<file path="config.mk">
export PLATFORM = sky130hd
export DESIGN_NAME = dma_controller_flat
export DESIGN_NICKNAME = d
export VERILOG_FILES = /design/src/rtl/dma_controller_if.sv /design/src/rtl/dma_controller.sv /design/src/flat_wrapper.sv
export SDC_FILE = /design/constraint.sdc
export NUM_CORES = 1
export LEC_CHECK = 0
export CAP_MARGIN = 30
export CORE_UTILIZATION = 30
export CTS_CLUSTER_SIZE = 28
export DETAILED_ROUTE_END_ITERATION = 16
export MAX_ROUTING_LAYER = met4
export SYNTH_ARGS = -nofsm -noshare
export SYNTH_HDL_FRONTEND = slang
export SYNTH_SLANG_ARGS = --single-unit
</file>
<file path="constraint.sdc">
create_clock -name clk -period 5 [get_ports clk]
set_input_delay 1 -clock clk [delete_from_list [all_inputs] [get_ports clk]]
set_output_delay 1 -clock clk [all_outputs]
set_load 0.05 [all_outputs]
</file>
<file path="src/rtl/dma_controller_if.sv">
// Bus signals of the DMA controller: register-slave side (s_*) and bus-master side (m_*).
// The controller binds the slave modport for register access and the master modport for transfers.
interface dma_controller_if #(
    parameter int ADDR_W = 16,
    parameter int DATA_W = 32
);
    logic              s_sel;
    logic              s_wr;
    logic [ADDR_W-1:0] s_addr;
    logic [DATA_W-1:0] s_din;
    logic [DATA_W-1:0] s_dout;

    logic              m_req;
    logic              m_grant;
    logic              m_wr;
    logic [ADDR_W-1:0] m_addr;
    logic [DATA_W-1:0] m_dout;
    logic [DATA_W-1:0] m_din;

    modport slave  (input s_sel, s_wr, s_addr, s_din, output s_dout);
    modport master (output m_req, m_wr, m_addr, m_dout, input m_grant, m_din);
endinterface

</file>
<file path="src/rtl/dma_controller.sv">
// Single-channel DMA engine: register slave for programming, bus master for read/write word moves.
// Define DMAC_IRQ_EN to add the INT register (offset 0x05) and the dma_irq completion output.
module dma_controller #(
    parameter int ADDR_W = 16,
    parameter int DATA_W = 32,
    parameter int CNT_W  = 8
) (
    input  logic             clk,
    input  logic             reset_n,
    dma_controller_if.slave  s_bus,
    dma_controller_if.master m_bus
`ifdef DMAC_IRQ_EN
    ,
    output logic             dma_irq
`endif
);
    typedef enum logic [2:0] {IDLE, REQ, RD, RWAIT, WR, DONE} state_t;

    state_t            state, state_nxt;
    logic [ADDR_W-1:0] src_r, dst_r, src_c, dst_c;
    logic [CNT_W-1:0]  size_r, cnt_c;
    logic [DATA_W-1:0] data_r, rd_data;
    logic              done_r, busy, done_flag;
    logic [7:0]        offset;
    logic              wr_en, rd_en, start_go;
    logic              unused_bits;
`ifdef DMAC_IRQ_EN
    logic              int_r;
`endif

    assign offset      = s_bus.s_addr[7:0];
    assign wr_en       = s_bus.s_sel & s_bus.s_wr;
    assign rd_en       = s_bus.s_sel & ~s_bus.s_wr;
    assign busy        = (state == REQ) || (state == RD) || (state == RWAIT) || (state == WR);
    assign done_flag   = done_r | (state == DONE);
    assign start_go    = wr_en & (state == IDLE) & (offset == 8'h00) & s_bus.s_din[0];
    assign unused_bits = ^{s_bus.s_addr[ADDR_W-1:8], s_bus.s_din[DATA_W-1:ADDR_W]};

    always_ff @(posedge clk or negedge reset_n) begin
        if (!reset_n) state <= IDLE;
        else          state <= state_nxt;
    end

    // A grant loss in RD/RWAIT/WR simply holds the state, so outputs stay put until grant returns.
    always_comb begin
        state_nxt     = state;
        m_bus.m_req   = 1'b0;
        m_bus.m_wr    = 1'b0;
        m_bus.m_addr  = '0;
        m_bus.m_dout  = '0;
        case (state)
            IDLE:  if (start_go) state_nxt = (size_r == '0) ? DONE : REQ;
            REQ: begin
                m_bus.m_req = 1'b1;
                if (m_bus.m_grant) state_nxt = RD;
            end
            RD: begin
                m_bus.m_req  = 1'b1;
                m_bus.m_addr = src_c;
                if (m_bus.m_grant) state_nxt = RWAIT;
            end
            RWAIT: begin
                m_bus.m_req  = 1'b1;
                m_bus.m_addr = src_c;
                if (m_bus.m_grant) state_nxt = WR;
            end
            WR: begin
                m_bus.m_req  = 1'b1;
                m_bus.m_wr   = 1'b1;
                m_bus.m_addr = dst_c;
                m_bus.m_dout = data_r;
                if (m_bus.m_grant) state_nxt = (cnt_c == CNT_W'(1)) ? DONE : RD;
            end
            DONE:    state_nxt = IDLE;
            default: state_nxt = IDLE;
        endcase
    end

    always_comb begin
        rd_data = '0;
        case (offset)
            8'h01:   rd_data = DATA_W'(src_r);
            8'h02:   rd_data = DATA_W'(dst_r);
            8'h03:   rd_data = DATA_W'(size_r);
            8'h04:   rd_data = DATA_W'({done_flag, busy});
`ifdef DMAC_IRQ_EN
            8'h05:   rd_data = DATA_W'(int_r);
`endif
            default: rd_data = '0;
        endcase
    end

    always_ff @(posedge clk or negedge reset_n) begin
        if (!reset_n) begin
            src_r  <= '0;
            dst_r  <= '0;
            size_r <= '0;
            src_c  <= '0;
            dst_c  <= '0;
            cnt_c  <= '0;
            data_r <= '0;
            done_r <= 1'b0;
            s_bus.s_dout <= '0;
        end else begin
            if (wr_en && !busy) begin
                case (offset)
                    8'h01:   src_r  <= s_bus.s_din[ADDR_W-1:0];
                    8'h02:   dst_r  <= s_bus.s_din[ADDR_W-1:0];
                    8'h03:   size_r <= s_bus.s_din[CNT_W-1:0];
                    default: ;
                endcase
            end
            if (start_go) begin
                src_c  <= src_r;
                dst_c  <= dst_r;
                cnt_c  <= size_r;
                done_r <= 1'b0;
            end else if (state == DONE) begin
                done_r <= 1'b1;
            end
            if (state == RWAIT && m_bus.m_grant) data_r <= m_bus.m_din;
            // Working addresses wrap naturally at 2^ADDR_W.
            if (state == WR && m_bus.m_grant) begin
                src_c <= src_c + ADDR_W'(1);
                dst_c <= dst_c + ADDR_W'(1);
                cnt_c <= cnt_c - CNT_W'(1);
            end
            s_bus.s_dout <= rd_en ? rd_data : '0;
        end
    end

`ifdef DMAC_IRQ_EN
    // Completion set takes priority over a same-cycle software clear.
    always_ff @(posedge clk or negedge reset_n) begin
        if (!reset_n)                                          int_r <= 1'b0;
        else if (state == DONE)                                int_r <= 1'b1;
        else if (wr_en && offset == 8'h05 && s_bus.s_din[0])   int_r <= 1'b0;
    end
    assign dma_irq = int_r;
`endif
endmodule
</file>
<file path="src/flat_wrapper.sv">
// flat-port wrapper written by rule: the top's interface ports become plain ports
module dma_controller_flat 
#(
    parameter int ADDR_W = 16,
    parameter int DATA_W = 32,
    parameter int CNT_W  = 8
)
  (clk, reset_n, s_bus_s_sel, s_bus_s_wr, s_bus_s_addr, s_bus_s_din, s_bus_s_dout, m_bus_m_req, m_bus_m_wr, m_bus_m_addr, m_bus_m_dout, m_bus_m_grant, m_bus_m_din);
  dma_controller_if #(.ADDR_W(ADDR_W), .DATA_W(DATA_W)) s_bus_i ();
  dma_controller_if #(.ADDR_W(ADDR_W), .DATA_W(DATA_W)) m_bus_i ();
  input  logic clk;
  input  logic reset_n;
  input wire logic [$bits(s_bus_i.s_sel)-1:0] s_bus_s_sel;
  input wire logic [$bits(s_bus_i.s_wr)-1:0] s_bus_s_wr;
  input wire logic [$bits(s_bus_i.s_addr)-1:0] s_bus_s_addr;
  input wire logic [$bits(s_bus_i.s_din)-1:0] s_bus_s_din;
  output wire logic [$bits(s_bus_i.s_dout)-1:0] s_bus_s_dout;
  output wire logic [$bits(m_bus_i.m_req)-1:0] m_bus_m_req;
  output wire logic [$bits(m_bus_i.m_wr)-1:0] m_bus_m_wr;
  output wire logic [$bits(m_bus_i.m_addr)-1:0] m_bus_m_addr;
  output wire logic [$bits(m_bus_i.m_dout)-1:0] m_bus_m_dout;
  input wire logic [$bits(m_bus_i.m_grant)-1:0] m_bus_m_grant;
  input wire logic [$bits(m_bus_i.m_din)-1:0] m_bus_m_din;
  assign s_bus_i.s_sel = s_bus_s_sel;
  assign s_bus_i.s_wr = s_bus_s_wr;
  assign s_bus_i.s_addr = s_bus_s_addr;
  assign s_bus_i.s_din = s_bus_s_din;
  assign s_bus_s_dout = s_bus_i.s_dout;
  assign m_bus_m_req = m_bus_i.m_req;
  assign m_bus_m_wr = m_bus_i.m_wr;
  assign m_bus_m_addr = m_bus_i.m_addr;
  assign m_bus_m_dout = m_bus_i.m_dout;
  assign m_bus_i.m_grant = m_bus_m_grant;
  assign m_bus_i.m_din = m_bus_m_din;
  dma_controller #(.ADDR_W(ADDR_W), .DATA_W(DATA_W), .CNT_W(CNT_W)) u_core (.clk(clk), .reset_n(reset_n), .s_bus(s_bus_i), .m_bus(m_bus_i));
endmodule
</file>
Word level (Yosys, flattened, before mapping)
Index checks and enable logic that the tools add are counted.

word-level totals
  register bits after elaboration = 148
  bits of input ports = 85
  word-level logic and storage cells = 75

operators by class
  $add $sub $neg = 3
  eq/ne operators = 15
  muxes and demuxes = 22
  bitwise logic cells = 7
  reductions and logical operators = 18

operator list
  kind                                                                   count
  16-bit 2-to-1 mux                                                      5
  16-bit case mux with 4 select lines                                    1
  16-bit by 1-bit adder with 16-bit output, second input constant        2
  32-bit 2-to-1 mux                                                      1
  16-bit case mux with 2 select lines                                    1
  3-bit 2-to-1 mux                                                       7
  8-bit by 1-bit equality test with 1-bit output, second input constant  2
  8-bit by 2-bit equality test with 1-bit output, second input constant  2
  8-bit logical NOT                                                      2
  8-bit 2-to-1 mux                                                       2
  3-bit case mux with 5 select lines                                     1
  8-bit by 3-bit equality test with 1-bit output, second input constant  1
  2-bit inequality test, second input constant                           4
  8-bit by 1-bit subtractor with 8-bit output, second input constant     1
  3-bit by 2-bit equality test with 1-bit output, second input constant  2
  3-bit equality test, second input constant                             2
  2-bit AND reduction                                                    3
  1-bit bitwise AND                                                      5
  5-bit AND reduction                                                    1
  1-bit 2-to-1 mux                                                       4
  2-bit nonzero test                                                     2
  4-bit OR reduction                                                     1
  3-bit by 1-bit equality test with 1-bit output, second input constant  1
  1-bit logical AND                                                      3
  other kinds (7)                                                        9

Depth between registers and ports, before layout
  word-level depth = 7
  mapped depth = 8

Worst setup path before layout
Ideal clock, no wire load.

  kind = flip-flop to output port
  start point = register u_core.state[2]
  end point = output m_bus_m_addr[0]
  arrival time = 2.181 ns
  required time = 4.000 ns
  setup slack = 1.819 ns
  cell stages (with the launch flop) = 7
  buffers on the path = 3
  path through = dfrtp_1 > clkbuf_2 > clkbuf_1 > nand2_1 > clkinv_1 > buf_1 > a22o_1

between the ends
  word-level cells in the longest chain between the ends = 3

ends and longest elaborated chain
  what                                            line                  text
  start: declaration                              dma_controller.sv:19  state_t state, state_nxt;
  start signal: assignment                        dma_controller.sv:41  else state <= state_nxt;
  3-bit by 2-bit equality test with 1-bit output  dma_controller.sv:51  case (state)
  2-bit OR reduction (no line)                    --
  16-bit case mux with 2 select lines *           dma_controller.sv:51
  end: declaration                                flat_wrapper.sv:20    output wire logic [$bits(m_bus_i.m_addr)-1:0] m_bus_m_addr;

Every way passes the cells marked *; elsewhere a longest branch is shown, timed or not.

Worst setup path in the final report
  start point = register u_core.state[0]
  end point = output m_bus_m_addr[5]

The elaborated chain is that of the path after synthesis.

==> impl_metrics.py <==
metrics = {
    "timing": {
        "clock.fmax_mhz": 246,
        "final.setup_skew_ns": 0.0139,
        "rsz0062_at_grt": "no",
        "fin_crit_ns": 4.06,
        "maxSlewHeadroom_pct": 47.3,
        "hold_violations": 0,
        "finalSetupTns_ns": 0,
        "tightest_slew_ns": 0.789,
        "setup_violations": 0,
        "period_share_pct": 81.2,
        "maxSlewViolCount": 0,
    },
    "synth": {
        "synthSimpleGateAreaFrac_pct": 17.3,
        "synth_top_flop_cell": "dfrtp_1",
        "synth_largest_area_cell": "dfrtp_1",
        "synthMuxAreaShare_pct": 14.3,
        "yosys.area_share.adder_pct": 0.764,
        "synthTopCellsByCount": "132 x dfrtp_1, 68 x mux2_2, 48 x nor2_1, 41 x and3_1, 38 x nand2_1",
        "yosys.area.top_type_share_pct": 50.4,
        "async_reset_ff_share_pct": 100,
        "yosysSeqAreaShare_pct": 50.4,
        "synthesis.area_mm2": 0.00655,
        "synthCells": 592,
        "ys_ff_latch": 132,
        "synth_xor_area_share_pct": 0.401,
        "yosys-top-cells-area": "dfrtp_1 50%, mux2_2 12%, and3_1 3.9%, nor2_1 2.8%, a22oi_1 2.3%",
        "synth.most_common_cell": "dfrtp_1",
        "synth_top_family_by_area": "simple AND/OR/NAND/NOR gates",
        "ys_types": 62,
        "synth-warning-count": 0,
        "synth_area_per_cell_um2": 11.1,
        "synth_edf_count": 0,
        "synth_compound_area_share_pct": 12.2,
    },
    "global_route": {
        "antenna_found_initial": 0,
        "grt_pass1_wl_um": 28400,
        "overflow": 0,
        "grt_pass1_vias": 5037,
        "grt_max_degree": 100,
        "grt_util_all_layers_pct": 17.0,
    },
    "floorplan": {
        "die_x_um": 150,
        "die_h_um": 150,
        "num_io_pins": 167,
        "die-area_mm2": 0.0224,
        "rows": 53,
        "core_mm2": 0.0212,
        "initial_core_util_pct": 30.9,
    },
    "finish": {
        "fin_cells": 1004,
        "nFillCells": 2048,
        "drive_gt1_share_pct": 18.9,
        "antenna_cells": 0,
        "stdcell_area_mm2": 0.00867,
        "fin_nets": 806,
        "fin_util_pct": 40.9,
        "area_growth_pct": 32.4,
    },
    "critical_path": {
        "crit_family": "buffers and inverters",
        "cp.required_ns": 4.00,
        "r2r-start": "u_core.state[2]$_DFFE_PN0P_",
        "cp-endpoint": "m_bus_m_addr[5]",
        "startpoint_type": "flip-flop",
        "r2r_setup_slack_ns": 2.40,
        "worst_r2r_endpoint": "u_core.dst_c[9]$_DFFE_PN0P_",
        "path_buf_inv": 3,
        "crit_path_start": "u_core.state[0]$_DFFE_PN0P_",
        "crit_arrival_ns": 3.06,
        "end_kind": "output port",
        "critPathSlowestCell": "clkdlybuf4s50_1",
        "crit_chain": "nor2_4 > buf_4 > nand2_1 > clkinv_1 > a22o_1 > clkdlybuf4s50_1",
        "crit_cells": 6,
        "max_stage_delay_ns": 0.71,
        "crit_type": "flip-flop to output port",
        "ff2ff_path_depth": 8,
        "cp_max_fo": 34,
    },
    "clocking": {
        "post-cts-setup-buffer-count": 0,
        "hold_buffers": 0,
        "cts_resized": 0,
        "cts_made_buffers": 17,
        "clkTransAtPathRegs_ns": 0.06,
        "root_buffer": "clkbuf_16",
        "clockBufferDepth": 2,
        "cts.sinks": 132,
        "htree_levels": 4,
        "cts_tree": "yes",
        "clock_latency_ns": 0.42,
    },
    "drt": {
        "first_pass_iters": 5,
        "final_antenna_net_count": 0,
        "wl_per_cell_um": 17.9,
        "drt_iter0_drc": 392,
        "routed_via_density": 5.19,
        "vias": 5207,
        "drt_wl_total_um": 17900,
        "drc_errors": 0,
    },
    "place": {
        "hpwl_um": 12100,
        "io_buffers": 126,
        "place_inst": 972,
        "place_congestion": 0.790,
        "placed_cell_area_mm2": 0.00803,
    },
    "outcome": {
        "status": "completed",
    },
    "hold_path": {
        "min_path_type": "input pin to async pin",
    },
    "run": {
        "maxCapViolCount": 0,
    },
    "pwr": {
        "vdd.ir_drop.worst_mv": 0.220,
        "cellPowerDensity_mw_per_mm2": 425,
        "p_leak_nw": 3.92,
    },
}
## power by group
| group | switching [mW] | total (mW) | internal, mW |
|---|---|---|---|
| sequential | 0.156 | 1.43 | 1.27 |
| clock | 0.522 | 1.32 | 0.800 |
| combinational | 0.538 | 0.930 | 0.392 |
## through the flow
| stage | setup WS (ns) | total power, mW | hold WS, ns |
|---|---|---|---|
| 4_1_cts | 0.881 | 3.71 | 0.501 |
| 2_1_floorplan | 1.82 | 2.07 | 0.465 |
| 3_5_place_dp | 1.33 | 2.39 | 0.487 |
| 6_report | 0.938 | 3.68 | 0.378 |
| 5_1_grt | 0.765 | 3.85 | 0.364 |
| 3_3_place_gp | 1.32 | 2.36 | 0.478 |
## per-layer routing
metal,routed length (µm),vias to the layer above,track usage [%]
met2,8320,151,25.3
met5,0,-,-
met4,259,0,5.00
met1,8480,2621,23.5
li1,-,2417,-
met3,875,18,3.08
## sequential cells by signal (all words and copies together), names as in the netlist
signal	cells
u_core.cnt_c	8
u_core.dst_r	16
u_core.size_r	8
u_core.s_bus.s_dout	16
u_core.done_r	1
u_core.data_r	32
u_core.dst_c	16
u_core.src_r	16
u_core.state	3
u_core.src_c	16
## worst min path at each step
stage	to	cells after the start	startpoint
after floorplan	u_core.src_c[7]$_DFFE_PN0P_	2	u_core.src_r[7]$_DFFE_PN0P_
after global placement	u_core.data_r[21]$_DFFE_PN0P_	1	u_core.data_r[21]$_DFFE_PN0P_
after detailed placement	u_core.data_r[16]$_DFFE_PN0P_	1	u_core.data_r[16]$_DFFE_PN0P_
after CTS	u_core.data_r[4]$_DFFE_PN0P_	1	u_core.data_r[4]$_DFFE_PN0P_
after global routing	u_core.data_r[20]$_DFFE_PN0P_	1	reset_n
final	u_core.data_r[13]$_DFFE_PN0P_	1	reset_n
## cell type report
cell class                      count  area, µm²  share of cell area, %
Clock buffer                       17        425                   4.91
Clock inverter                     14        191                   2.21
Inverter                            8       30.0                  0.346
Multi-Input combinational cell    420       3010                   34.7
Sequential cell                   132       3300                   38.1
Tap cell                          275        344                   3.97
Timing Repair Buffer              138       1370                   15.8
## cells by family after synthesis
group,count (synthesis)
AO/OA/AOI/OAI,110
adder cells (fa/ha/maj),4
flip-flops,132
other,1
XOR/XNOR,3
multiplexers,80
AND/OR/NAND/NOR,207
buffers and inverters,55
## worst reg2reg max path: cells and delay by family, from the launching register on
family / cells / cell delay [ns]
AND/OR/NAND/NOR: 4 / 0.88
flip-flops: 1 / 0.63
AO/OA/AOI/OAI: 1 / 0.08
buffers and inverters: 3 / 0.90
## cells in the final DEF, fill, tap and decap left out, types with 3 or more instances in the layout
| cell | n |
|---|---|
| nor4_1 | 8 |
| nor3b_1 | 3 |
| a21oi_1 | 14 |
| mux2_4 | 10 |
| nand2_1 | 38 |
| dfrtp_1 | 132 |
| nor2b_1 | 3 |
| conb_1 | 16 |
| nand3_1 | 18 |
| nand4_1 | 6 |
| inv_6 | 4 |
| o211ai_1 | 8 |
| a221o_1 | 3 |
| inv_8 | 3 |
| clkdlybuf4s50_1 | 125 |
| nor2_2 | 3 |
| o22ai_1 | 5 |
| a211oi_1 | 10 |
| nor3_1 | 18 |
| o21ai_0 | 14 |
| a311oi_1 | 6 |
| buf_4 | 10 |
| mux2_2 | 68 |
| xnor2_1 | 3 |
| ha_1 | 4 |
| inv_1 | 7 |
| a22o_1 | 15 |
| clkbuf_16 | 17 |
| bufinv_16 | 3 |
| a22oi_1 | 20 |
| and3_1 | 41 |
| nor2_1 | 48 |
Power figures use the tool's default switching activity.
